<file path="src/rtl/game_pkg.sv">
// Shared game-logic definitions: action bit positions, player slot count and
// the scheduler state encoding.
package game_pkg;
  localparam int MAX_PLAYERS = 4;

  localparam int BTN_LEFT  = 0;
  localparam int BTN_RIGHT = 1;
  localparam int BTN_UP    = 2;
  localparam int BTN_DOWN  = 3;
  localparam int BTN_CHOP  = 4;
  localparam int BTN_CARRY = 5;

  typedef enum logic [1:0] {IDLE, SCAN, WAIT, DONE} sched_state_t;
endpackage

</file>
<file path="src/rtl/player_action_scheduler_if.sv">
// Action handshake from the scheduler to the grid-update datapath.
interface player_action_scheduler_if #(
  parameter int PW    = 2,
  parameter int BTN_W = 6
);
  logic             act_valid;
  logic [PW-1:0]    act_player;
  logic [BTN_W-1:0] act_buttons;
  logic             act_ready;

  modport master (output act_valid, act_player, act_buttons, input act_ready);
  modport slave  (input act_valid, act_player, act_buttons, output act_ready);
endinterface

</file>
<file path="src/rtl/player_action_scheduler_rr_index.sv">
// Wrapping increment of a player index modulo the active player count.
module rr_index #(
  parameter int PW = 2
)(
  input  logic [PW-1:0] i_idx,
  input  logic [PW:0]   i_cnt,
  output logic [PW-1:0] o_next
);
  always_comb begin
    o_next = i_idx + PW'(1);
    if ({1'b0, i_idx} == i_cnt - (PW+1)'(1)) o_next = '0;
  end
endmodule

</file>
<file path="src/rtl/player_action_scheduler.sv">
// Per-frame round-robin scheduler that offers each active player's snapshot
// actions to the shared grid-update datapath over a valid/ready handshake.
module player_action_scheduler #(
  parameter int  MAX_PLAYERS = game_pkg::MAX_PLAYERS,
  parameter int  BTN_W       = 6,
  parameter int  TIMEOUT     = 255,
  parameter int  SKIP_IDLE   = 1,
  localparam int PW          = $clog2(MAX_PLAYERS)
)(
  input  logic                         clock,
  input  logic                         reset,
  input  logic                         frame_update,
  input  logic [PW-1:0]                num_players,
  input  logic [MAX_PLAYERS*BTN_W-1:0] player_buttons,
  player_action_scheduler_if.master    act_if,
  output logic                         busy,
  output logic                         sweep_done,
  output logic                         timeout_pulse,
  output logic                         overrun_pulse
);
  import game_pkg::*;

  localparam int TW = $clog2(TIMEOUT + 1);

  sched_state_t                      r_state, w_state_nxt;
  logic [MAX_PLAYERS-1:0][BTN_W-1:0] r_snap;
  logic [MAX_PLAYERS-1:0]            w_nonzero;
  logic [PW:0]                       r_active, r_served, w_new_cnt;
  logic [PW-1:0]                     r_idx, r_start_ptr;
  logic [PW-1:0]                     w_idx_adv, w_ptr_adv, w_start_mod;
  logic [TW-1:0]                     r_wcnt;
  logic [PW-1:0]                     r_player;
  logic [BTN_W-1:0]                  r_buttons;
  logic                              r_timeout, r_overrun;
  logic                              w_start, w_skip, w_issue, w_xfer, w_drop, w_done;

  for (genvar p = 0; p < MAX_PLAYERS; p++) begin : g_nz
    assign w_nonzero[p] = |r_snap[p];
  end

  // A stale start pointer from a larger previous sweep is folded into range here.
  assign w_new_cnt   = {1'b0, num_players} + (PW+1)'(1);
  assign w_start_mod = PW'({1'b0, r_start_ptr} % w_new_cnt);

  rr_index #(.PW(PW)) u_idx_adv (.i_idx(r_idx),       .i_cnt(r_active), .o_next(w_idx_adv));
  rr_index #(.PW(PW)) u_ptr_adv (.i_idx(r_start_ptr), .i_cnt(r_active), .o_next(w_ptr_adv));

  always_comb begin
    w_state_nxt = r_state;
    w_start     = 1'b0;
    w_skip      = 1'b0;
    w_issue     = 1'b0;
    w_xfer      = 1'b0;
    w_drop      = 1'b0;
    w_done      = 1'b0;
    case (r_state)
      IDLE: if (frame_update) begin
        w_start     = 1'b1;
        w_state_nxt = SCAN;
      end
      SCAN: begin
        if (r_served == r_active)                          w_state_nxt = DONE;
        else if ((SKIP_IDLE != 0) && !w_nonzero[r_idx])    w_skip = 1'b1;
        else begin
          w_issue     = 1'b1;
          w_state_nxt = WAIT;
        end
      end
      // Ready is checked first so an accept on the last wait cycle is not dropped.
      WAIT: begin
        if (act_if.act_ready) begin
          w_xfer      = 1'b1;
          w_state_nxt = SCAN;
        end else if (r_wcnt == TW'(TIMEOUT - 1)) begin
          w_drop      = 1'b1;
          w_state_nxt = SCAN;
        end
      end
      DONE: begin
        w_done      = 1'b1;
        w_state_nxt = IDLE;
      end
      default: w_state_nxt = IDLE;
    endcase
  end

  always_ff @(posedge clock or posedge reset) begin
    if (reset) begin
      r_state     <= IDLE;
      r_snap      <= '0;
      r_active    <= (PW+1)'(1);
      r_served    <= '0;
      r_idx       <= '0;
      r_start_ptr <= '0;
      r_wcnt      <= '0;
      r_player    <= '0;
      r_buttons   <= '0;
      r_timeout   <= 1'b0;
      r_overrun   <= 1'b0;
    end else begin
      r_state   <= w_state_nxt;
      r_timeout <= w_drop;
      r_overrun <= frame_update && (r_state != IDLE);
      if (w_start) begin
        r_snap      <= player_buttons;
        r_active    <= w_new_cnt;
        r_idx       <= w_start_mod;
        r_start_ptr <= w_start_mod;
        r_served    <= '0;
        r_wcnt      <= '0;
      end
      if (w_skip || w_xfer || w_drop) begin
        r_idx    <= w_idx_adv;
        r_served <= r_served + (PW+1)'(1);
        r_wcnt   <= '0;
      end
      if (w_issue) begin
        r_player  <= r_idx;
        r_buttons <= r_snap[r_idx];
        r_wcnt    <= '0;
      end
      if ((r_state == WAIT) && !w_xfer && !w_drop) r_wcnt <= r_wcnt + TW'(1);
      if (w_done) r_start_ptr <= w_ptr_adv;
    end
  end

  assign act_if.act_valid   = (r_state == WAIT);
  assign act_if.act_player  = r_player;
  assign act_if.act_buttons = r_buttons;
  assign busy               = (r_state != IDLE);
  assign sweep_done         = (r_state == DONE);
  assign timeout_pulse      = r_timeout;
  assign overrun_pulse      = r_overrun;
endmodule

</file>
<file path="src/flat_wrapper.sv">
// flat-port wrapper written by rule: the top's interface ports become plain ports
module player_action_scheduler_flat import game_pkg::*;
#(
  parameter int  MAX_PLAYERS = game_pkg::MAX_PLAYERS,
  parameter int  BTN_W       = 6,
  parameter int  TIMEOUT     = 255,
  parameter int  SKIP_IDLE   = 1,
  localparam int PW          = $clog2(MAX_PLAYERS)
)
  (clock, reset, frame_update, num_players, player_buttons, busy, sweep_done, timeout_pulse, overrun_pulse, act_if_act_valid, act_if_act_player, act_if_act_buttons, act_if_act_ready);
  player_action_scheduler_if #(.BTN_W(BTN_W)) act_if_i ();
  input  logic clock;
  input  logic reset;
  input  logic frame_update;
  input  logic [PW-1:0] num_players;
  input  logic [MAX_PLAYERS*BTN_W-1:0] player_buttons;
  output logic busy;
  output logic sweep_done;
  output logic timeout_pulse;
  output logic overrun_pulse;
  output wire logic [$bits(act_if_i.act_valid)-1:0] act_if_act_valid;
  output wire logic [$bits(act_if_i.act_player)-1:0] act_if_act_player;
  output wire logic [$bits(act_if_i.act_buttons)-1:0] act_if_act_buttons;
  input wire logic [$bits(act_if_i.act_ready)-1:0] act_if_act_ready;
  assign act_if_act_valid = act_if_i.act_valid;
  assign act_if_act_player = act_if_i.act_player;
  assign act_if_act_buttons = act_if_i.act_buttons;
  assign act_if_i.act_ready = act_if_act_ready;
  player_action_scheduler #(.MAX_PLAYERS(MAX_PLAYERS), .BTN_W(BTN_W), .TIMEOUT(TIMEOUT), .SKIP_IDLE(SKIP_IDLE)) u_core (.clock(clock), .reset(reset), .frame_update(frame_update), .num_players(num_players), .player_buttons(player_buttons), .act_if(act_if_i), .busy(busy), .sweep_done(sweep_done), .timeout_pulse(timeout_pulse), .overrun_pulse(overrun_pulse));
endmodule
</file>
<file path="config.mk">
export PLATFORM = sky130hd
export DESIGN_NAME = player_action_scheduler_flat
export DESIGN_NICKNAME = d
export VERILOG_FILES = /design/src/rtl/game_pkg.sv /design/src/rtl/player_action_scheduler_if.sv /design/src/rtl/player_action_scheduler_rr_index.sv /design/src/rtl/player_action_scheduler.sv /design/src/flat_wrapper.sv
export SDC_FILE = /design/constraint.sdc
export NUM_CORES = 1
export LEC_CHECK = 0
export CORE_ASPECT_RATIO = 0.8
export CORE_MARGIN = 10
export CORE_UTILIZATION = 59
export DETAILED_ROUTE_END_ITERATION = 6
export PLACE_DENSITY_LB_ADDON = 0.08
export SKIP_CTS_REPAIR_TIMING = 1
export SLEW_MARGIN = 20
export SYNTH_ARGS = -nofsm -noshare
export SYNTH_HDL_FRONTEND = slang
export SYNTH_SLANG_ARGS = --single-unit
</file>
<file path="constraint.sdc">
create_clock -name clock -period 8.3 [get_ports clock]
set_clock_uncertainty 0.1 [all_clocks]
set_input_delay 0.83 -clock clock [delete_from_list [all_inputs] [get_ports clock]]
set_output_delay 0.83 -clock clock [all_outputs]
set_load 0.05 [all_outputs]
</file>
==> results.txt, run 1 <==
status = finished clean
Mapped Cells = 316
area of the die = 0.00843 mm^2
worst path arrival time = 4.14 ns
CP dominant cell by count = ha_1
Chip Height = 84.2 um
critical path class = in2reg
largest net degree at the start of global routing = 55
Avg WL per Cell = 15.6 um
Starting Density = 60.6%
first-pass GRT wire length = 10.9 mm
CTS tree = built
maximum clock path buffer count = 2
vias per cell = 5.59
GRT Overall Usage = 15.5%
Final min period = 4.05 ns
ys flop type = dfrtp_1
initial drt markers = 153
async set-or-reset flop fraction in the synthesized netlist = 100%
Worst Setup SP = num_players[0]
clock sink count = 54
clk_lat worst skew = 0.30 ns
largest family of logic cells by synthesized area = simple AND/OR/NAND/NOR gates
final global-route overflow total = 0
ranking of synthesized cells by area = dfrtp_1 (44%), nand2_1 (11%), ha_1 (6.2%)
Final Net Count = 404
H-tree level count = 2
peak supply drop = 0.000322 V
Synth cell types = 53
area grow syn2layout = 19.0%
pre-CTS setup slack = 3.90 ns
FF+latch count, synth = 54
Mapped Nets = 361
drt pass-1 iters = 4
Yosys warning total = 0
Post-Synth XOR/XNOR Area = 3.75%
die width = 100 um
Reg area = 0.00135 mm^2
register area share after synthesis = 44.5%
post-synth top area share = 43.7%
WHS = 0.386 ns
worst min path class = reg2reg
Worst Path Required = 8.39 ns
post-synthesis mux area share = 9.27%
Worst Setup End Kind = register
Post-Synth Simple-Gate Area = 20.6%
RR Startpoint = u_core.r_start_ptr[1]
hold path startpoint = u_core.r_snap[22]
final worst-path cycle share = 48.8%
Clk pin slew, worst setup/hold paths = 0.09 ns
final worst setup slack = 4.25 ns
number of CTS-inserted buffers = 5
Ports = 43
routed vias = 2358
Fin. Hold Viols = 0
crit path max fanout = 7
layout cells sized above 1 = 10.3%
final setup fails = 0
vias in the first global route = 2278
drt drc = 0
nature of the critical path startpoint = primary input
cell family with most CP delay = compound AO/OA/AOI/OAI gates
Synth area leader = dfrtp_1
P_leak = 1.68 nW
slowest CP cell = clkdlybuf4s50_1
Mean Syn Cell Area = 9.61 um^2
Core Rows = 23
setup TNS = 0 ns
placed cell areas = 0.00352 mm^2
PwrDens = 378 mW/mm^2
fill count = 388
Antenna diodes = 0
adder-cell area share of the yosys netlist = 6.18%
complex-gate fraction of the synthesized area = 12.1%
Cell Area, Synth = 0.00304 mm^2
footprint of the multi-input gates = 0.00157 mm^2
root buf cell = clkbuf_8
Slowest Stage Delay on Critical Path = 0.58 ns
worst-path cell chain = clkdlybuf4s50_1, inv_1, ha_1, o21ai_0, a21oi_1, ha_1, nor2_1, a311oi_1, mux2i_1, ha_1, a21o_1, a211oi_1, o31ai_1, mux2_4
port bufs = 42
dpl hpwl = 4.96 mm
RePlAce Congestion = 0.818
Slew Viols, Final = 0
drt total wl = 6.58 mm
number of flops mapped to enable cells by yosys = 0
Worst-Margin Slew = 0.668 ns
# Max-Cap Violations = 0
core footprint = 0.00501 mm^2
initial antenna violation count = 0
Slew headroom = 55.4%
post-route ant nets = 0
Layout Cell Area excl Fill = 0.00361 mm^2
RSZ-0062 raised after global routing = false
total power = 0.00136 W
FMAX = 247 MHz
WP buf/inv = 2
[registers in the layout, indices dropped and copies added, names as in the netlist]
name	flops
u_core.act_if.act_buttons	6
u_core.r_active	3
u_core.timeout_pulse	1
u_core.r_idx	2
u_core.r_served	3
u_core.act_if.act_player	2
u_core.r_state	2
u_core.r_wcnt	8
u_core.overrun_pulse	1
u_core.r_snap	24
u_core.r_start_ptr	2
[power breakdown]
part           leakage, nW  switching [W]  internal [W]  total [W]
Sequential           0.683       0.000122      0.000371   0.000493
Combinational        0.950       0.000396      0.000322   0.000718
Clock               0.0472      0.0000861     0.0000673   0.000153
[worst paths after layout]
kind / end / cells past startpoint / slack, ns
setup / recovery: u_core.r_idx[0] / 14 / 4.25
hold / removal: u_core.r_snap[22] / 2 / 0.39
setup reg to reg: u_core.r_idx[0] / 13 / 4.86
hold reg to reg: u_core.r_snap[22] / 2 / 0.39
max in group asynchronous: u_core.r_snap[9] / 3 / 6.74
min in group asynchronous: u_core.timeout_pulse / 3 / 0.92
[cell usage after synthesis, drive strengths merged (2+ instances only)]
cell    instances
mux4            5
nand4           3
xnor2           6
mux2            9
a211o           2
o21ai          17
dfrtp          53
a21oi           6
nor3            4
clkbuf          8
a311oi          2
o211ai          3
a31oi           5
xor2            7
o31ai           2
nand2          93
or2b            2
nand2b          4
nor2           13
nor4            3
nand3           6
inv            19
or3             2
mux2i           3
a211oi          3
ha             15
a31o            2
[stage by stage]
step,util (%),cells
after floorplan,-,316
after global placement,70.3,414
after detailed placement,70.3,414
after CTS,72.2,422
after global routing,72.2,422
final,72.2,422
[area by class of cell]
cell class | count | share of cell area (%)
well taps | 62 | 2.15
repair buffers | 45 | 12.3
clock buffers | 6 | 2.29
flip-flops and latches | 54 | 37.4
inverters | 19 | 1.97
clock inverters | 2 | 0.346
multi-input cells | 234 | 43.6
[metal layers]
layer / global-route usage (%) / routed length (um) / vias up / part of all wire, %
met5: 0 / 0 / - / 0
met4: 2.95 / 21 / 0 / 0.32
met3: 4.10 / 399 / 2 / 6.1
met2: 23.3 / 2920 / 58 / 44
met1: 22.0 / 3240 / 1128 / 49
li1: - / - / 1170 / -
[cell families (layout without fill, tap and decap cells)]
kind of cell,after synthesis,in the layout
AOI/OAI and AO/OA,51,51
DFF,54,54
adders and majority gates,15,15
xor gates and xnor gates,13,13
buffers and inverters,28,72
muxes,17,17
and+or+nand+nor,138,138
[worst reg2reg max path, delay by kind of cell, from the launching register on]
family / cells / cell delay [ns]
AO/OA/AOI/OAI: 6 / 1.21
adder cells (fa/ha/maj): 3 / 0.84
multiplexers: 2 / 0.59
flip-flops: 1 / 0.45
buffers and inverters: 1 / 0.12
AND/OR/NAND/NOR: 1 / 0.05
[layout by cell type, fill, tap and decap left out, types with 2 or more instances in the layout]
master,netlist,final
a211o_2,2,2
a211oi_1,3,3
a21oi_1,5,5
a311oi_1,2,2
a31o_2,2,2
a31oi_1,5,5
buf_4,1,3
clkbuf_8,0,6
clkdlybuf4s50_1,0,42
dfrtp_1,53,53
ha_1,15,15
inv_1,19,18
mux2_4,8,8
mux2i_1,3,3
mux4_1,2,2
mux4_2,3,3
nand2_1,93,93
nand2b_1,4,4
nand3_1,6,6
nand4_1,3,3
nor2_1,12,12
nor3_1,4,4
nor4_1,2,2
o211ai_1,3,3
o21ai_0,17,17
o31ai_1,2,2
or2b_1,2,2
xnor2_1,6,6
xor2_1,7,7
Note: power is estimated with default switching activity, not from simulation.
==> run 2: changes to the inputs <==
Settings changed: CORE_UTILIZATION 59 to 55.
Clock period 8.3 ns to 3.8 ns, I/O delays scaled along.
==> results.txt, run 2 (synthesized netlist as in run 1, its figures left out) <==
status = finished clean
worst path arrival time = 3.64 ns (-0.50 ns)
Worst Setup End Kind = register
core footprint = 0.00541 mm^2 (+7.9%)
Core Util, Final = 67.0% (-5.2 points)
area grow syn2layout = 19.2%
maximum clock path buffer count = 2 (unchanged)
post-route ant nets = 0 (unchanged)
GRT Overall Usage = 15.4% (-0.074 points)
peak supply drop = 0.000307 V (-4.9%)
final setup fails = 0 (unchanged)
vias in the first global route = 2308 (+1.3%)
Slowest Stage Delay on Critical Path = 0.52 ns (-0.06 ns)
Slew Viols, Final = 0 (unchanged)
Final min period = 3.54 ns
CP dominant cell by count = ha_1
Final Net Count = 406 (+0.50%)
Fin. Hold Viols = 0 (unchanged)
WP buf/inv = 3 (+1)
Worst Path Required = 3.90 ns (-4.49 ns)
final global-route overflow total = 0 (unchanged)
dpl hpwl = 5.14 mm (+3.7%)
RePlAce Congestion = 0.834 (+2.0%)
Clk pin slew, worst setup/hold paths = 0.10 ns (about the same)
routed vias = 2333 (-1.1%)
cell family with most CP delay = compound AO/OA/AOI/OAI gates
crit path max fanout = 7 (unchanged)
fill count = 438 (+13%)
placed cell areas = 0.00354 mm^2 (+0.53%)
drt pass-1 iters = 4 (unchanged)
drt total wl = 6.71 mm (+2.0%)
Avg WL per Cell = 15.8 um (+1.1%)
most frequent cells in the layout = nand2_1 (93), dfrtp_1 (53), clkdlybuf4s50_1 (42), inv_1 (18), o21ai_0 (17)
setup TNS = 0 ns (unchanged)
Worst Setup SP = num_players[0]
Slew headroom = 53.4% (-2.1 points)
number of CTS-inserted buffers = 5 (unchanged)
P_leak = 1.68 nW (about the same)
PwrDens = 820 mW/mm^2 (+120%)
die width = 103 um (+2.9%)
Ports = 43 (unchanged)
final worst-path cycle share = 93.2%
initial drt markers = 111 (-27%)
# Max-Cap Violations = 0 (unchanged)
worst min path class = in2async
vias per cell = 5.48 (-2.0%)
port bufs = 42 (unchanged)
Biggest register = u_core.r_snap
worst-path cell chain = clkdlybuf4s50_1, ha_1, inv_1, nand3_1, a21oi_1, ha_1, inv_1, a311oi_1, mux2i_1, ha_1, a21o_1, a211oi_1, o31ai_1, mux2_4
R2R cell count = 13 (unchanged)
slowest CP cell = clkdlybuf4s50_1
Layout Cell Area excl Fill = 0.00362 mm^2 (+0.21%)
commonest non-fill, non-tap cell in the layout = nand2_1
initial antenna violation count = 0 (unchanged)
Stages on worst setup path = 14 (unchanged)
root buf cell = clkbuf_8
Starting Density = 56.2% (-4.5 points)
drt drc = 0 (unchanged)
area of the die = 0.00891 mm^2 (+5.7%)
nature of the critical path startpoint = primary input
largest net degree at the start of global routing = 41 (-25%)
RR Startpoint = u_core.r_start_ptr[1]
Core Rows = 24 (+4.3%)
critical path class = in2reg
H-tree level count = 2 (unchanged)
Antenna diodes = 0 (unchanged)
Chip Height = 86.5 um (+2.7%)
clk_lat worst skew = 0.30 ns (about the same)
first-pass GRT wire length = 11.2 mm (+2.3%)
layout cells sized above 1 = 10.5% (+0.25 points)
clock sink count = 54 (unchanged)
FMAX = 282 MHz
CTS tree = built
flip-flop count of the largest register after layout = 24 (unchanged)
RSZ-0062 raised after global routing = false
Worst-Margin Slew = 0.698 ns (+0.0298 ns)
## run 2: cell types whose count changed in the layout (fill, tap and decap cells not counted)
cell and delta:
clkinv_2 -1, clkbuf_8 -1, clkinvlp_4 +1, buf_4 +2
## run 2: worst paths after layout
| kind | slack (ns) | end |
|---|---|---|
| setup / recovery | 0.26 | u_core.r_idx[0] |
| hold / removal | 0.40 | u_core.r_snap[10] |
| setup reg to reg | 0.43 | u_core.r_idx[0] |
| hold reg to reg | 0.41 | u_core.r_snap[10] |
| max in group asynchronous | 2.39 | u_core.r_active[0] |
| min in group clock | 0.41 | u_core.r_snap[10] |
## run 2: routing by layer
layer  share of wire [%]  GRT usage, %
met2                  44          23.3
met1                  50          22.0
met4                0.34          3.03
met5                   0             0
met3                 5.6          3.74
## run 2: per-stage QoR
stage	hold WS, ns	total power, W	worst slack [ns]	std cells
6_report	0.396	0.00297	0.257	426
5_1_grt	0.445	0.00318	0.00619	426
4_1_cts	0.411	0.00298	0.288	426
3_5_place_dp	0.387	0.00266	-0.0218	419
3_3_place_gp	0.372	0.00262	0.0836	419
2_1_floorplan	0.339	0.00223	0.717	316
## run 2: where the power goes
part	leakage, nW	internal (W)	total [W]	switching (W)
Clock	0.0362	0.000126	0.000315	0.000188
Sequential	0.683	0.000811	0.00108	0.000269
Combinational	0.959	0.000711	0.00157	0.000862
Total	1.68	0.00165	0.00297	0.00132
## run 2: area by class of cell
cell class | instances | area (um^2) | area share (%)
Clock buffer | 5 | 68.8 | 1.90
Clock inverter | 2 | 15.0 | 0.415
Inverter | 19 | 71.3 | 1.97
Multi-Input combinational cell | 234 | 1570 | 43.5
Sequential cell | 54 | 1350 | 37.4
Tap cell | 65 | 81.3 | 2.25
Timing Repair Buffer | 47 | 458 | 12.6
